==> config.mk <==
export PLATFORM = sky130hd
export DESIGN_NAME = draw_player_sprite_flat
export DESIGN_NICKNAME = d
export VERILOG_FILES = /design/src/rtl/draw_player_sprite_if.sv /design/src/rtl/draw_player_sprite.sv /design/src/flat_wrapper.sv
export SDC_FILE = /design/constraint.sdc
export NUM_CORES = 1
export LEC_CHECK = 0
export ABC_AREA = 1
export CORE_ASPECT_RATIO = 1.25
export CORE_UTILIZATION = 52
export CTS_CLUSTER_SIZE = 25
export DETAILED_ROUTE_END_ITERATION = 16
export PLACE_DENSITY = 0.78
export SETUP_SLACK_MARGIN = 0.4
export SLEW_MARGIN = 20
export SYNTH_ARGS = -nofsm -noshare
export SYNTH_HDL_FRONTEND = slang
export SYNTH_SLANG_ARGS = --single-unit
==> constraint.sdc <==
create_clock -name clk -period 5.3 [get_ports clk]
set_clock_uncertainty 0.05 [all_clocks]
set_input_delay 0.53 -clock clk [delete_from_list [all_inputs] [get_ports clk]]
set_output_delay 0.53 -clock clk [all_outputs]
set_load 0.02 [all_outputs]
==> src/rtl/draw_player_sprite_if.sv <==
// Player image ROM port: requester drives address and frame index, ROM returns pixel data.
interface draw_player_sprite_if;
  localparam int unsigned AW = 15;
  localparam int unsigned SW = 2;
  localparam int unsigned RW = 12;

  logic [AW-1:0] rom_addr;
  logic [SW-1:0] rom_state;
  logic [RW-1:0] rom_rgb;

  modport master (output rom_addr, output rom_state, input rom_rgb);
  modport slave  (input rom_addr, input rom_state, output rom_rgb);
endinterface

==> src/rtl/draw_player_sprite.sv <==
// Player sprite overlay: addresses the player image ROM for the sprite box, animates the
// walk frames once per video frame and merges ROM pixels over the background stream.
module draw_player_sprite #(
  parameter int unsigned IMG_W      = 140,
  parameter int unsigned IMG_H      = 151,
  parameter int unsigned NUM_FRAMES = 3,
  parameter int unsigned FRAME_HOLD = 8,
  parameter logic [11:0] KEY_RGB    = 12'hF0F
) (
  input  logic                        clk,
  input  logic                        rst_n,
  input  logic [10:0]                 hcount,
  input  logic [10:0]                 vcount,
  input  logic                        hsync,
  input  logic                        vsync,
  input  logic                        hblnk,
  input  logic                        vblnk,
  input  logic [11:0]                 rgb_in,
  input  logic [10:0]                 xpos,
  input  logic [10:0]                 ypos,
  input  logic                        anim_en,
  draw_player_sprite_if.master        rom,
  output logic [10:0]                 hcount_out,
  output logic [10:0]                 vcount_out,
  output logic                        hsync_out,
  output logic                        vsync_out,
  output logic                        hblnk_out,
  output logic                        vblnk_out,
  output logic [11:0]                 rgb_out
);

  localparam int unsigned CW = 11;            // screen coordinate width
  localparam int unsigned PW = 12;            // compare width, one bit wider than coords
  localparam int unsigned AW = 15;            // ROM address width
  localparam int unsigned SW = 2;             // frame index width
  localparam int unsigned HW = 8;             // hold counter width
  localparam int unsigned RW = 12;            // pixel colour width
  localparam int unsigned TW = 2 * CW + 4;    // timing bundle width

  localparam logic [HW-1:0] HOLD_LAST  = HW'(FRAME_HOLD - 1);
  localparam logic [SW-1:0] FRAME_LAST = SW'(NUM_FRAMES - 1);

  typedef enum logic {
    IDLE = 1'b0,
    WALK = 1'b1
  } anim_state_t;

  // Frame boundary tracking and position latch
  logic          vblnk_prev;
  logic          boundary_c;
  logic [CW-1:0] x_lat;
  logic [CW-1:0] y_lat;

  // Animation state
  anim_state_t   anim_state;
  logic [HW-1:0] hold_cnt;
  logic [SW-1:0] frame_idx;

  // Stage 1 combinational geometry
  logic [PW-1:0] hc_c;
  logic [PW-1:0] vc_c;
  logic [PW-1:0] x_c;
  logic [PW-1:0] y_c;
  logic [PW-1:0] x_end_c;
  logic [PW-1:0] y_end_c;
  logic [PW-1:0] dx_c;
  logic [PW-1:0] dy_c;
  logic          in_box_c;
  logic [AW-1:0] addr_c;
  logic [TW-1:0] timing_c;

  // Pipeline registers
  logic [AW-1:0] rom_addr_q;
  logic          in_box_s1;
  logic          in_box_s2;
  logic [RW-1:0] rgb_s1;
  logic [RW-1:0] rgb_s2;
  logic [TW-1:0] timing_s1;
  logic [TW-1:0] timing_s2;
  logic          blank_s2_c;

  assign boundary_c = vblnk & ~vblnk_prev;

  // Latch the sprite position only on the rising edge of vblnk to avoid mid-frame tearing
  always_ff @(posedge clk or negedge rst_n) begin
    if (!rst_n) begin
      vblnk_prev <= 1'b0;
      x_lat      <= '0;
      y_lat      <= '0;
    end else begin
      vblnk_prev <= vblnk;
      if (boundary_c) begin
        x_lat <= xpos;
        y_lat <= ypos;
      end
    end
  end

  // Walk animation: advances one step per frame boundary, frame index wraps at NUM_FRAMES
  always_ff @(posedge clk or negedge rst_n) begin
    if (!rst_n) begin
      anim_state <= IDLE;
      hold_cnt   <= '0;
      frame_idx  <= '0;
    end else if (boundary_c) begin
      if (anim_state == IDLE) begin
        if (anim_en) begin
          anim_state <= WALK;
          hold_cnt   <= '0;
          frame_idx  <= '0;
        end
      end else begin
        if (!anim_en) begin
          anim_state <= IDLE;
          hold_cnt   <= '0;
          frame_idx  <= '0;
        end else if (hold_cnt == HOLD_LAST) begin
          hold_cnt  <= '0;
          frame_idx <= (frame_idx == FRAME_LAST) ? '0 : frame_idx + SW'(1);
        end else begin
          hold_cnt <= hold_cnt + HW'(1);
        end
      end
    end
  end

  // Box test in 12 bits so boxes near the right/bottom edge clip instead of wrapping
  assign hc_c     = PW'(hcount);
  assign vc_c     = PW'(vcount);
  assign x_c      = PW'(x_lat);
  assign y_c      = PW'(y_lat);
  assign x_end_c  = x_c + PW'(IMG_W);
  assign y_end_c  = y_c + PW'(IMG_H);
  assign dx_c     = hc_c - x_c;
  assign dy_c     = vc_c - y_c;
  assign in_box_c = (hc_c >= x_c) && (hc_c < x_end_c) &&
                    (vc_c >= y_c) && (vc_c < y_end_c);
  // Inside the box dy < IMG_H and dx < IMG_W, so the product fits the address width
  assign addr_c   = in_box_c ? (AW'(dy_c) * AW'(IMG_W) + AW'(dx_c)) : '0;
  assign timing_c = {hcount, vcount, hsync, vsync, hblnk, vblnk};

  // Stage 1: ROM address plus the side-band carried alongside it
  always_ff @(posedge clk or negedge rst_n) begin
    if (!rst_n) begin
      rom_addr_q <= '0;
      in_box_s1  <= 1'b0;
      rgb_s1     <= '0;
      timing_s1  <= '0;
    end else begin
      rom_addr_q <= addr_c;
      in_box_s1  <= in_box_c;
      rgb_s1     <= rgb_in;
      timing_s1  <= timing_c;
    end
  end

  // Stage 2: wait for the ROM to return data for the stage-1 address
  always_ff @(posedge clk or negedge rst_n) begin
    if (!rst_n) begin
      in_box_s2 <= 1'b0;
      rgb_s2    <= '0;
      timing_s2 <= '0;
    end else begin
      in_box_s2 <= in_box_s1;
      rgb_s2    <= rgb_s1;
      timing_s2 <= timing_s1;
    end
  end

  assign blank_s2_c = timing_s2[1] | timing_s2[0];

  // Stage 3: merge sprite over background with key-colour transparency and blanking
  always_ff @(posedge clk or negedge rst_n) begin
    if (!rst_n) begin
      hcount_out <= '0;
      vcount_out <= '0;
      hsync_out  <= 1'b0;
      vsync_out  <= 1'b0;
      hblnk_out  <= 1'b0;
      vblnk_out  <= 1'b0;
      rgb_out    <= '0;
    end else begin
      {hcount_out, vcount_out, hsync_out, vsync_out, hblnk_out, vblnk_out} <= timing_s2;
      if (blank_s2_c) begin
        rgb_out <= '0;
      end else if (in_box_s2 && (rom.rom_rgb != KEY_RGB)) begin
        rgb_out <= rom.rom_rgb;
      end else begin
        rgb_out <= rgb_s2;
      end
    end
  end

  assign rom.rom_addr  = rom_addr_q;
  assign rom.rom_state = frame_idx;

endmodule
==> src/flat_wrapper.sv <==
// flat-port wrapper written by rule: the top's interface ports become plain ports
module draw_player_sprite_flat 
#(
  parameter int unsigned IMG_W      = 140,
  parameter int unsigned IMG_H      = 151,
  parameter int unsigned NUM_FRAMES = 3,
  parameter int unsigned FRAME_HOLD = 8,
  parameter logic [11:0] KEY_RGB    = 12'hF0F
)
  (clk, rst_n, hcount, vcount, hsync, vsync, hblnk, vblnk, rgb_in, xpos, ypos, anim_en, hcount_out, vcount_out, hsync_out, vsync_out, hblnk_out, vblnk_out, rgb_out, rom_rom_addr, rom_rom_state, rom_rom_rgb);
  draw_player_sprite_if rom_i ();
  input  logic clk;
  input  logic rst_n;
  input  logic [10:0] hcount;
  input  logic [10:0] vcount;
  input  logic hsync;
  input  logic vsync;
  input  logic hblnk;
  input  logic vblnk;
  input  logic [11:0] rgb_in;
  input  logic [10:0] xpos;
  input  logic [10:0] ypos;
  input  logic anim_en;
  output logic [10:0] hcount_out;
  output logic [10:0] vcount_out;
  output logic hsync_out;
  output logic vsync_out;
  output logic hblnk_out;
  output logic vblnk_out;
  output logic [11:0] rgb_out;
  output wire logic [$bits(rom_i.rom_addr)-1:0] rom_rom_addr;
  output wire logic [$bits(rom_i.rom_state)-1:0] rom_rom_state;
  input wire logic [$bits(rom_i.rom_rgb)-1:0] rom_rom_rgb;
  assign rom_rom_addr = rom_i.rom_addr;
  assign rom_rom_state = rom_i.rom_state;
  assign rom_i.rom_rgb = rom_rom_rgb;
  draw_player_sprite #(.IMG_W(IMG_W), .IMG_H(IMG_H), .NUM_FRAMES(NUM_FRAMES), .FRAME_HOLD(FRAME_HOLD), .KEY_RGB(KEY_RGB)) u_core (.clk(clk), .rst_n(rst_n), .hcount(hcount), .vcount(vcount), .hsync(hsync), .vsync(vsync), .hblnk(hblnk), .vblnk(vblnk), .rgb_in(rgb_in), .xpos(xpos), .ypos(ypos), .anim_en(anim_en), .rom(rom_i), .hcount_out(hcount_out), .vcount_out(vcount_out), .hsync_out(hsync_out), .vsync_out(vsync_out), .hblnk_out(hblnk_out), .vblnk_out(vblnk_out), .rgb_out(rgb_out));
endmodule
[After elaboration in Yosys (flattened, before gate mapping)]
Cells that the tools add are included.
Word-level totals
  register bits: 165
  input port bits: 75
Operators by class
  add/sub/neg operators: 7
  multiply operators: 1
  $lt $le $gt $ge: 4
  equal/unequal tests: 4
  muxes and demuxes: 13
  bitwise gates (word level): 3
  reduce and logical (&&, ||, !) cells: 7
Operators with widths (number)
  2-to-1 mux 8 bit: 4
  adder 11 x 8 -> 12 bit (second input constant): 2
  less-than comparator 11 x 12 -> 1 bit: 2
  2-to-1 mux 12 bit: 2
  subtractor 11 x 11 -> 12 bit: 2
  >= comparator 11 bit: 2
  adder 15 x 12 -> 15 bit: 1
  2-to-1 mux 15 bit: 1
  multiplier 12 x 6 -> 13 bit (second input constant): 1
  inequality test 12 bit (second input constant): 1
  2-to-1 mux 2 bit: 5
  adder 8 x 1 -> 8 bit (second input constant): 1
  equality test 8 x 3 -> 1 bit (second input constant): 1
  logical AND 1 bit: 4
  inequality test 3 bit (second input constant): 1
  AND reduction 3 bit: 1
  adder 2 x 1 -> 2 bit (second input constant): 1
  equality test 2 bit (second input constant): 1
  AND reduction 2 bit: 1
  nonzero test 2 bit: 1
  AND 1 bit: 1
  2-to-1 mux 1 bit: 1
  NOT 1 bit: 1
  OR 1 bit: 1

[Depth between registers and ports, before layout]
Gate-level depths: netlist (run 1).
  depth in word-level cells: 6
  mapped depth: 30

[Worst setup path before layout (run 1)]
Ideal clock, no wire load.
  kind: input-to-reg
  start: input port vcount[0]
  end: register u_core.rom_addr_q[14], in the netlist u_core.rom.rom_addr[14]
  setup time: 0.119 ns
  data arrival time: 4.909 ns
  required time: 5.131 ns
  slack: 0.222 ns
  stages: 28
  path buffers: 0
  path through: inv_1 ha_1 inv_1 fa_1 nand3_1 nand2_1 a31oi_1 xnor2_1 ha_1 ha_1 inv_1 fa_1 inv_1 ha_1 nand2_1 nand2_1 o21bai_1 a21oi_1 xor2_1 ha_1 inv_1 nor3_1 nand3_1 and3_1 nor2_1 nand2_1 a21oi_1 nor2_1
On the way
  cells in the longest elaborated chain, start to end: 4
Ends and longest elaborated chain
  start: declaration: RTL line flat_wrapper.sv:15  | input logic [10:0] vcount;
  subtractor 11 x 11 -> 12 bit / >= comparator 11 bit (equally long branches): RTL line draw_player_sprite.sv:135, draw_player_sprite.sv:137
  multiplier 12 x 6 -> 13 bit / logical AND 1 bit (equally long branches): RTL line draw_player_sprite.sv:139, draw_player_sprite.sv:136
  adder 15 x 12 -> 15 bit / logical AND 1 bit (equally long branches): RTL line draw_player_sprite.sv:139, draw_player_sprite.sv:137
  2-to-1 mux 15 bit *: RTL line draw_player_sprite.sv:139  | assign addr_c = in_box_c ? (AW'(dy_c) * AW'(IMG_W) + AW'(dx_c)) : '0;
  net u_core.addr_c[14]: RTL line draw_player_sprite.sv:69  | logic [AW-1:0] addr_c;
  end signal: assignment: RTL line draw_player_sprite.sv:150  | rom_addr_q <= addr_c;
  end: declaration: RTL line draw_player_sprite.sv:73  | logic [AW-1:0] rom_addr_q;
Mark *: on every way through the listed nets, which the timed path passes. The rest lies on a longest branch.
A chain may end at the register's enable or synchronous reset.

[Final worst setup path (run 1)]
  start: register u_core.y_lat[0]
  end: register u_core.rom_addr_q[12], in the netlist u_core.rom.rom_addr[12]
On the way
  cells in the longest elaborated chain, start to end: 4
Ends and longest elaborated chain
  start: declaration: RTL line draw_player_sprite.sv:52  | logic [CW-1:0] y_lat;
  start signal: assignment: RTL line draw_player_sprite.sv:94  | y_lat <= ypos;
  subtractor 11 x 11 -> 12 bit (tied with other cells): RTL line draw_player_sprite.sv:135  | assign dy_c = vc_c - y_c;
  multiplier 12 x 6 -> 13 bit (tied with other cells): RTL line draw_player_sprite.sv:139
  adder 15 x 12 -> 15 bit / logical AND 1 bit (equally long branches): RTL line draw_player_sprite.sv:139, draw_player_sprite.sv:137
  2-to-1 mux 15 bit *: RTL line draw_player_sprite.sv:139
  net u_core.addr_c[12]: RTL line draw_player_sprite.sv:69
Marks and branches as above.

==> impl_metrics.tcl, run 1 <==
set metrics [dict create \
    status "completed" \
    hp-class "primary input to async pin" \
    fp-row-count 50 \
    vias_per_cell 5.00 \
    grt_pass1_wl_um 29400 \
    final-max-slew-violation-count 0 \
    postLayoutCellArea_um2 10800 \
    synth_area_um2 8190 \
    finalWeightedCongestion 0.921 \
    grt_antenna_before_repair 0 \
    postSynthCellCount 843 \
    vias 6258 \
    critical_path_buf_inv_count 4 \
    total_power_mw 7.30 \
    worst-path-stages 25 \
    post-route-util_pct 71.0 \
    rsz_0062_raised_after_global_routing "yes" \
    share_of_synthesized_area_occupied_by_flip_flops_and_latches_pct 50.1 \
    startpoint "u_core.y_lat[0]$_DFFE_PN0P_" \
    critical_setup_path_class "flop to flop" \
    tritoncts "done" \
    synthesis.area_per_instance_um2 9.71 \
    wl_met1_um 7620 \
    highest_cell_delay_on_the_worst_timing_path_ps 580 \
    numCtsBuffers 17 \
    die-area_um2 16300 \
    initial_core_utilization_pct 53.9 \
    synthToLayoutAreaGrowth_pct 31.8 \
    clock_power_share_pct 15.8 \
    grt_pass1_vias 6439 \
    die_y_um 142 \
    setup.worst_path.end_class "flop" \
    synth-compound-area-share_pct 7.99 \
    postPlaceCellArea_um2 9980 \
    post-route-period-util_pct 93.4 \
    tns_ps 0 \
    worstSkewPairLatency_ps 430 \
    r2r_cells 25 \
    worst_voltage_drop_across_the_vdd_grid_uv 1180 \
    power_switching_mw 3.17 \
    p_int_mw 4.13 \
    antenna_violating_nets_post_route 0 \
    synth.ff_latch_count 164 \
    critical_path.max_fanout 4 \
    xor_xnor_cell_area_share_of_the_yosys_netlist_pct 5.35 \
    most_common_cell_after_layout_fill_and_taps_aside "sky130_fd_sc_hd__nand2_1" \
    dp_hpwl_um 13100 \
    synthesis.nets 1013 \
    power-per-cell-area_nw_per_um2 676 \
    max-slew-margin-rel_pct 40.6 \
    clock-sinks 164 \
    routed_wirelength_um 17700 \
    p_leak_nw 5.30 \
    setup_viol 0 \
    critical_path.reg2reg.startpoint "u_core.y_lat[0]$_DFFE_PN0P_" \
    cp_slowest_cell "sky130_fd_sc_hd__fa_1" \
    share_seq_of_total_power_pct 19.1 \
    layout.cells.most_common_list "sky130_fd_sc_hd__nand2_1 (169), sky130_fd_sc_hd__dfrtp_1 (164), sky130_fd_sc_hd__clkdlybuf4s50_1 (122)" \
    share_of_power_burned_in_combinational_logic_pct 65.1 \
    dp_cells 1206 \
    finalHoldViolCount 0 \
    cts.root.buffer_cell "sky130_fd_sc_hd__clkbuf_16" \
    antennaDiodeCount 0 \
    synthAdderAreaFrac_pct 15.4 \
    top_family_by_delay_on_critical_path "adder cells" \
    switching_share_pct 43.4 \
    detailroute.wirelength.met2_um 9010 \
    rrSetupSlack_ps 350 \
    met3RoutedLength_um 657 \
    port_buffers 129 \
    post_synthesis_cell_type_count 38 \
    finished_layout_cells 1251 \
    grt_remaining_overflow 0 \
    cp.arrival_ps 5210 \
    fraction_of_synthesized_area_in_multiplexers_pct 0 \
    transition_time_at_the_pin_with_the_least_slew_margin_ps 891 \
    clock_tree.htree_level_count 4 \
    wire_per_inst_um 14.2 \
    first_iter_violations 329 \
    drv_cap 0 \
    fmaxAchievable_mhz 202 \
    endpoint "u_core.rom.rom_addr[12]$_DFF_PN0_" \
    critPathRequiredTime_ps 5560 \
    worstSetupStartpointType "flop" \
    synth_simple_gate_area_share_pct 15.2 \
    grt_max_degree 112 \
    num-nets-final 1200 \
    drtPass1Iterations 4 \
    synth.yosys.warnings 0 \
    route.top_layer_used "met4" \
    gr-usage-all-layers_pct 23.4 \
    top_level_ports 130 \
    ff_to_ff_end "u_core.rom.rom_addr[12]$_DFF_PN0_" \
    clk_pin_slew_ps 70 \
    die_w_um 114 \
    shortest_period_the_worst_path_allows_ps 4950 \
    core-area_um2 15200 \
    dominant_combinational_cell_family_by_area_after_synthesis "adder cells" \
    cts_hold_buffers 0 \
    maximum_root_to_sink_buffer_count 2 \
    drt_drc_violations_left 0 \
    share_of_layout_cells_above_drive_strength_1_pct 12.8 \
    fillerInstances 1162 \
]
power groups by stage:
stage	Clock [mW]	Combinational, mW	Sequential (mW)
floorplan	0	2.90	1.46
global placement	0	4.12	1.41
detailed placement	0	4.18	1.42
CTS	1.19	4.36	1.40
global route	1.24	5.28	1.40
finish	1.16	4.75	1.39
synth_stat cells (all sizes together):
cell	count	area, um^2
nor3	12	65.1
or2	1	6.26
a21o	3	22.5
xnor2	13	114
nor3b	1	7.51
nor2	49	216
a21oi	57	297
nor4	1	6.26
o22ai	1	6.26
or3b	1	8.76
xor2	37	324
fa	10	200
o211ai	3	22.5
clkbuf	4	15.0
o21bai	5	37.5
ha	85	1060
a31oi	8	50.1
nand3b	2	15.0
dfrtp	164	4100
a211oi	2	15.0
inv	113	424
nand4	9	56.3
clkinv	1	3.75
a31o	1	8.76
nand3	40	205
nand2	173	649
and3	2	12.5
buf	6	37.5
o21ai	39	195
final cells by class:
cell class | instances | area (um^2) | area share (%)
Clock inverter | 13 | 115 | 1.07
Inverter | 114 | 428 | 3.96
Timing Repair Buffer | 178 | 1680 | 15.5
Clock buffer | 19 | 443 | 4.10
Tap cell | 208 | 260 | 2.41
Sequential cell | 164 | 4100 | 38.0
Multi-Input combinational cell | 555 | 3760 | 34.9
stage by stage:
| stage | hold WS, ps | worst slack (ps) |
|---|---|---|
| finish | 135 | 349 |
| global route | 198 | 133 |
| CTS | 230 | 376 |
| detailed placement | 285 | -185 |
| global placement | 282 | -86.5 |
| floorplan | 184 | 444 |
registers in the layout, indices dropped and copies added (netlist names):
register and count:
u_core.vsync_out 1, u_core.hsync_out 1, u_core.x_lat 11, u_core.vblnk_out 1, u_core.hold_cnt 8, u_core.hblnk_out 1
u_core.rom.rom_addr 15, u_core.rgb_out 12, u_core.rom.rom_state 2, u_core.timing_s2 26, u_core.hcount_out 11, u_core.in_box_s2 1
u_core.vcount_out 11, u_core.anim_state 1, u_core.rgb_s1 12, u_core.in_box_s1 1, u_core.timing_s1 26, u_core.y_lat 11
u_core.rgb_s2 12
timing repair:
| action | in CTS | in global routing |
|---|---|---|
| setup endpoints to repair | 3 | 6 |
| resized for setup | 7 | 28 |
| buffers inserted | 2 | 11 |
| pin swaps | 11 | 26 |
logic make-up (layout without fill, tap and decap cells):
| group | Yosys count | in the layout |
|---|---|---|
| AOI/OAI and AO/OA | 119 | 119 |
| xor gates and xnor gates | 50 | 50 |
| adders and majority gates | 95 | 95 |
| buffers and inverters | 124 | 324 |
| DFF | 164 | 164 |
| and+or+nand+nor | 291 | 291 |
routing by layer:
layer  vias up  track usage (%)
met4         0             10.3
met1      2963             29.1
met2       152             40.1
met5         -                0
met3        30             4.00
li1       3113                -
worst min-delay path by stage:
stage | from | endpoint | slack (ps) | depth (start not counted)
4_1_cts | rst_n | u_core.rom.rom_addr[12]$_DFF_PN0_ | 230 | 1
3_5_place_dp | u_core.timing_s2[15]$_DFF_PN0_ | u_core.hcount_out[0]$_DFF_PN0_ | 280 | 0
3_3_place_gp | u_core.timing_s1[8]$_DFF_PN0_ | u_core.timing_s2[8]$_DFF_PN0_ | 280 | 0
2_1_floorplan | rst_n | u_core.anim_state$_DFFE_PN0P_ | 180 | 0
6_report | rst_n | u_core.rom.rom_addr[7]$_DFF_PN0_ | 130 | 1
5_1_grt | vcount[0] | u_core.timing_s1[4]$_DFF_PN0_ | 200 | 1
worst register-to-register path, stage by stage (launching register included):
cell and delay, ps:
sky130_fd_sc_hd__dfrtp_1 370, sky130_fd_sc_hd__ha_2 180, sky130_fd_sc_hd__inv_2 40, sky130_fd_sc_hd__fa_2 370, sky130_fd_sc_hd__nand3_2 90, sky130_fd_sc_hd__nand2_2 60, sky130_fd_sc_hd__a31oi_2 180, sky130_fd_sc_hd__xnor2_1 160
sky130_fd_sc_hd__buf_4 150, sky130_fd_sc_hd__xor2_1 150, sky130_fd_sc_hd__ha_1 260, sky130_fd_sc_hd__fa_1 580, sky130_fd_sc_hd__ha_4 230, sky130_fd_sc_hd__a21oi_2 130, sky130_fd_sc_hd__nand2_1 100, sky130_fd_sc_hd__a21oi_2 180
sky130_fd_sc_hd__o21ai_2 80, sky130_fd_sc_hd__xor2_1 170, sky130_fd_sc_hd__ha_1 360, sky130_fd_sc_hd__inv_2 80, sky130_fd_sc_hd__nor3_4 180, sky130_fd_sc_hd__nand3_1 110, sky130_fd_sc_hd__and3_4 180, sky130_fd_sc_hd__buf_4 130
sky130_fd_sc_hd__xnor2_1 180, sky130_fd_sc_hd__nor2_2 60
(Power assumes the default switching activity.)
==> inputs of run 2 (changes only) <==
- SKIP_CTS_REPAIR_TIMING: not set -> 1
- SLEW_MARGIN: 20 -> not set
==> run 2 against run 1 <==
  * Combinational power up 4.2%
  * Routed wire length rose by 1.1%
  * Non-clock buffer count rose by 2
  * Critical path depth did not move
  * First-iteration DRC count grew 16%
  * Cell count increased by 0.16%
  * Maximum frequency rose by 4.4%
  * Critical endpoint unchanged
  * Largest cell class unchanged
  * Highest routed layer unchanged
==> impl_metrics.tcl, run 2 (synthesis results as in run 1) <==
set metrics [dict create \
    postLayoutCellArea_um2 10900 \
    clk_pin_slew_ps 70 \
    drv_cap 0 \
    dp_hpwl_um 13100 \
    power_switching_mw 3.24 \
    most_common_cell_after_layout_fill_and_taps_aside "sky130_fd_sc_hd__nand2_1" \
    endpoint "u_core.rom.rom_addr[12]$_DFF_PN0_" \
    startpoint "u_core.y_lat[0]$_DFFE_PN0P_" \
    share_of_power_burned_in_combinational_logic_pct 66.0 \
    wire_per_inst_um 14.3 \
    fmaxAchievable_mhz 211 \
    share_of_layout_cells_above_drive_strength_1_pct 15.0 \
    drt_drc_violations_left 0 \
    worstSkewPairLatency_ps 430 \
    first_iter_violations 380 \
    final-max-slew-violation-count 0 \
    drtPass1Iterations 5 \
    maximum_root_to_sink_buffer_count 2 \
    postPlaceCellArea_um2 9980 \
    gr-usage-all-layers_pct 23.3 \
    status "completed" \
    p_leak_nw 5.33 \
    grt_pass1_wl_um 29200 \
    shortest_period_the_worst_path_allows_ps 4740 \
    die_w_um 114 \
    max-slew-margin-rel_pct 32.5 \
    die_y_um 142 \
    setup.worst_path.end_class "flop" \
    highest_cell_delay_on_the_worst_timing_path_ps 520 \
    setup_viol 0 \
    finished_layout_cells 1253 \
    grt_max_degree 112 \
    post-route-period-util_pct 89.5 \
    critical_path.reg2reg.startpoint "u_core.y_lat[0]$_DFFE_PN0P_" \
    initial_core_utilization_pct 53.9 \
    cp_slowest_cell "sky130_fd_sc_hd__fa_1" \
    cp.arrival_ps 5000 \
    share_seq_of_total_power_pct 18.6 \
    core-area_um2 15200 \
    power-per-cell-area_nw_per_um2 686 \
    dp_cells 1206 \
    fp-row-count 50 \
    fillerInstances 1126 \
    hp-class "primary input to async pin" \
    synthToLayoutAreaGrowth_pct 33.5 \
    die-area_um2 16300 \
    routed_wirelength_um 17900 \
    antennaDiodeCount 0 \
    num-nets-final 1202 \
    r2r_cells 25 \
    numCtsBuffers 17 \
    post-route-util_pct 71.9 \
    switching_share_pct 43.2 \
    clock-sinks 164 \
    finalWeightedCongestion 0.921 \
    tritoncts "done" \
    port_buffers 129 \
    top_level_ports 130 \
    grt_remaining_overflow 0 \
    rsz_0062_raised_after_global_routing "yes" \
    critPathRequiredTime_ps 5560 \
    rrSetupSlack_ps 560 \
    tns_ps 0 \
    cts.root.buffer_cell "sky130_fd_sc_hd__clkbuf_16" \
    ff_to_ff_end "u_core.rom.rom_addr[12]$_DFF_PN0_" \
    transition_time_at_the_pin_with_the_least_slew_margin_ps 1010 \
    clock_power_share_pct 15.4 \
    clock_tree.htree_level_count 4 \
    vias_per_cell 5.05 \
    worst_voltage_drop_across_the_vdd_grid_uv 1100 \
    critical_path.max_fanout 5 \
    vias 6323 \
    worstSetupStartpointType "flop" \
    grt_pass1_vias 6407 \
    critical_setup_path_class "flop to flop" \
    grt_antenna_before_repair 0 \
    finalHoldViolCount 0 \
    antenna_violating_nets_post_route 0 \
    p_int_mw 4.26 \
    layout.cells.most_common_list "sky130_fd_sc_hd__nand2_1 (165), sky130_fd_sc_hd__dfrtp_1 (164), sky130_fd_sc_hd__clkdlybuf4s50_1 (121)" \
]
==> run 2: cell count changes in the layout (fill, tap and decap cells not counted), moves of 4 or more <==
cell / before / now
sky130_fd_sc_hd__nand2_1: 169 / 165
sky130_fd_sc_hd__inv_1: 107 / 100
sky130_fd_sc_hd__nand2_2: 4 / 8
sky130_fd_sc_hd__ha_4: 5 / 9
sky130_fd_sc_hd__ha_1: 79 / 75
sky130_fd_sc_hd__inv_2: 7 / 14
==> run 2: final cells by class <==
class | instances | area (um^2) | area share (%)
multi-input combinational | 555 | 3890 | 35.6
clock inverter | 13 | 115 | 1.05
timing repair buffer | 180 | 1690 | 15.5
inverter | 114 | 428 | 3.91
tap | 208 | 260 | 2.38
sequential | 164 | 4100 | 37.5
clock buffer | 19 | 443 | 4.05
==> run 2: metal layers <==
layer	wire length (um)	global-route usage [%]	part of all wire (%)
met1	7540	29.0	42
met3	801	4.00	4.5
met4	449	9.98	2.5
met5	0	0	0
met2	9120	39.8	51
==> run 2: stage by stage <==
stage | hold slack, ps | power (mW) | setup WS [ps]
after global routing | 198 | 8.14 | 276
after global placement | 282 | 5.54 | -86.5
after floorplan | 184 | 4.35 | 444
final | 164 | 7.50 | 559
after detailed placement | 285 | 5.59 | -185
after CTS | 230 | 6.79 | 245
==> run 2: worst min path at each step <==
stage                                               from  slack [ps]                                end
after floorplan                                    rst_n         180      u_core.anim_state$_DFFE_PN0P_
after CTS                                          rst_n         230  u_core.rom.rom_addr[12]$_DFF_PN0_
after detailed placement  u_core.timing_s2[15]$_DFF_PN0_         280     u_core.hcount_out[0]$_DFF_PN0_
after global placement     u_core.timing_s1[8]$_DFF_PN0_         280      u_core.timing_s2[8]$_DFF_PN0_
after global routing                           vcount[0]         200      u_core.timing_s1[4]$_DFF_PN0_
final                                              rst_n         160   u_core.rom.rom_addr[7]$_DFF_PN0_
==> run 2: critical path, delay by kind of cell (launching register included) <==
kind,cells,cell delay (ps)
AO/OA/AOI/OAI,2,230
adder cells (fa/ha/maj),7,2210
XOR/XNOR,3,490
AND/OR/NAND/NOR,8,930
flip-flops,1,370
buffers and inverters,5,330
==> run 2: power groups by stage <==
stage / clock network [mW] / logic, mW / registers (mW)
global placement: 0 / 4.12 / 1.41
detailed placement: 0 / 4.18 / 1.42
CTS: 1.19 / 4.21 / 1.40
finish: 1.16 / 4.95 / 1.39
floorplan: 0 / 2.90 / 1.46
global route: 1.24 / 5.50 / 1.40
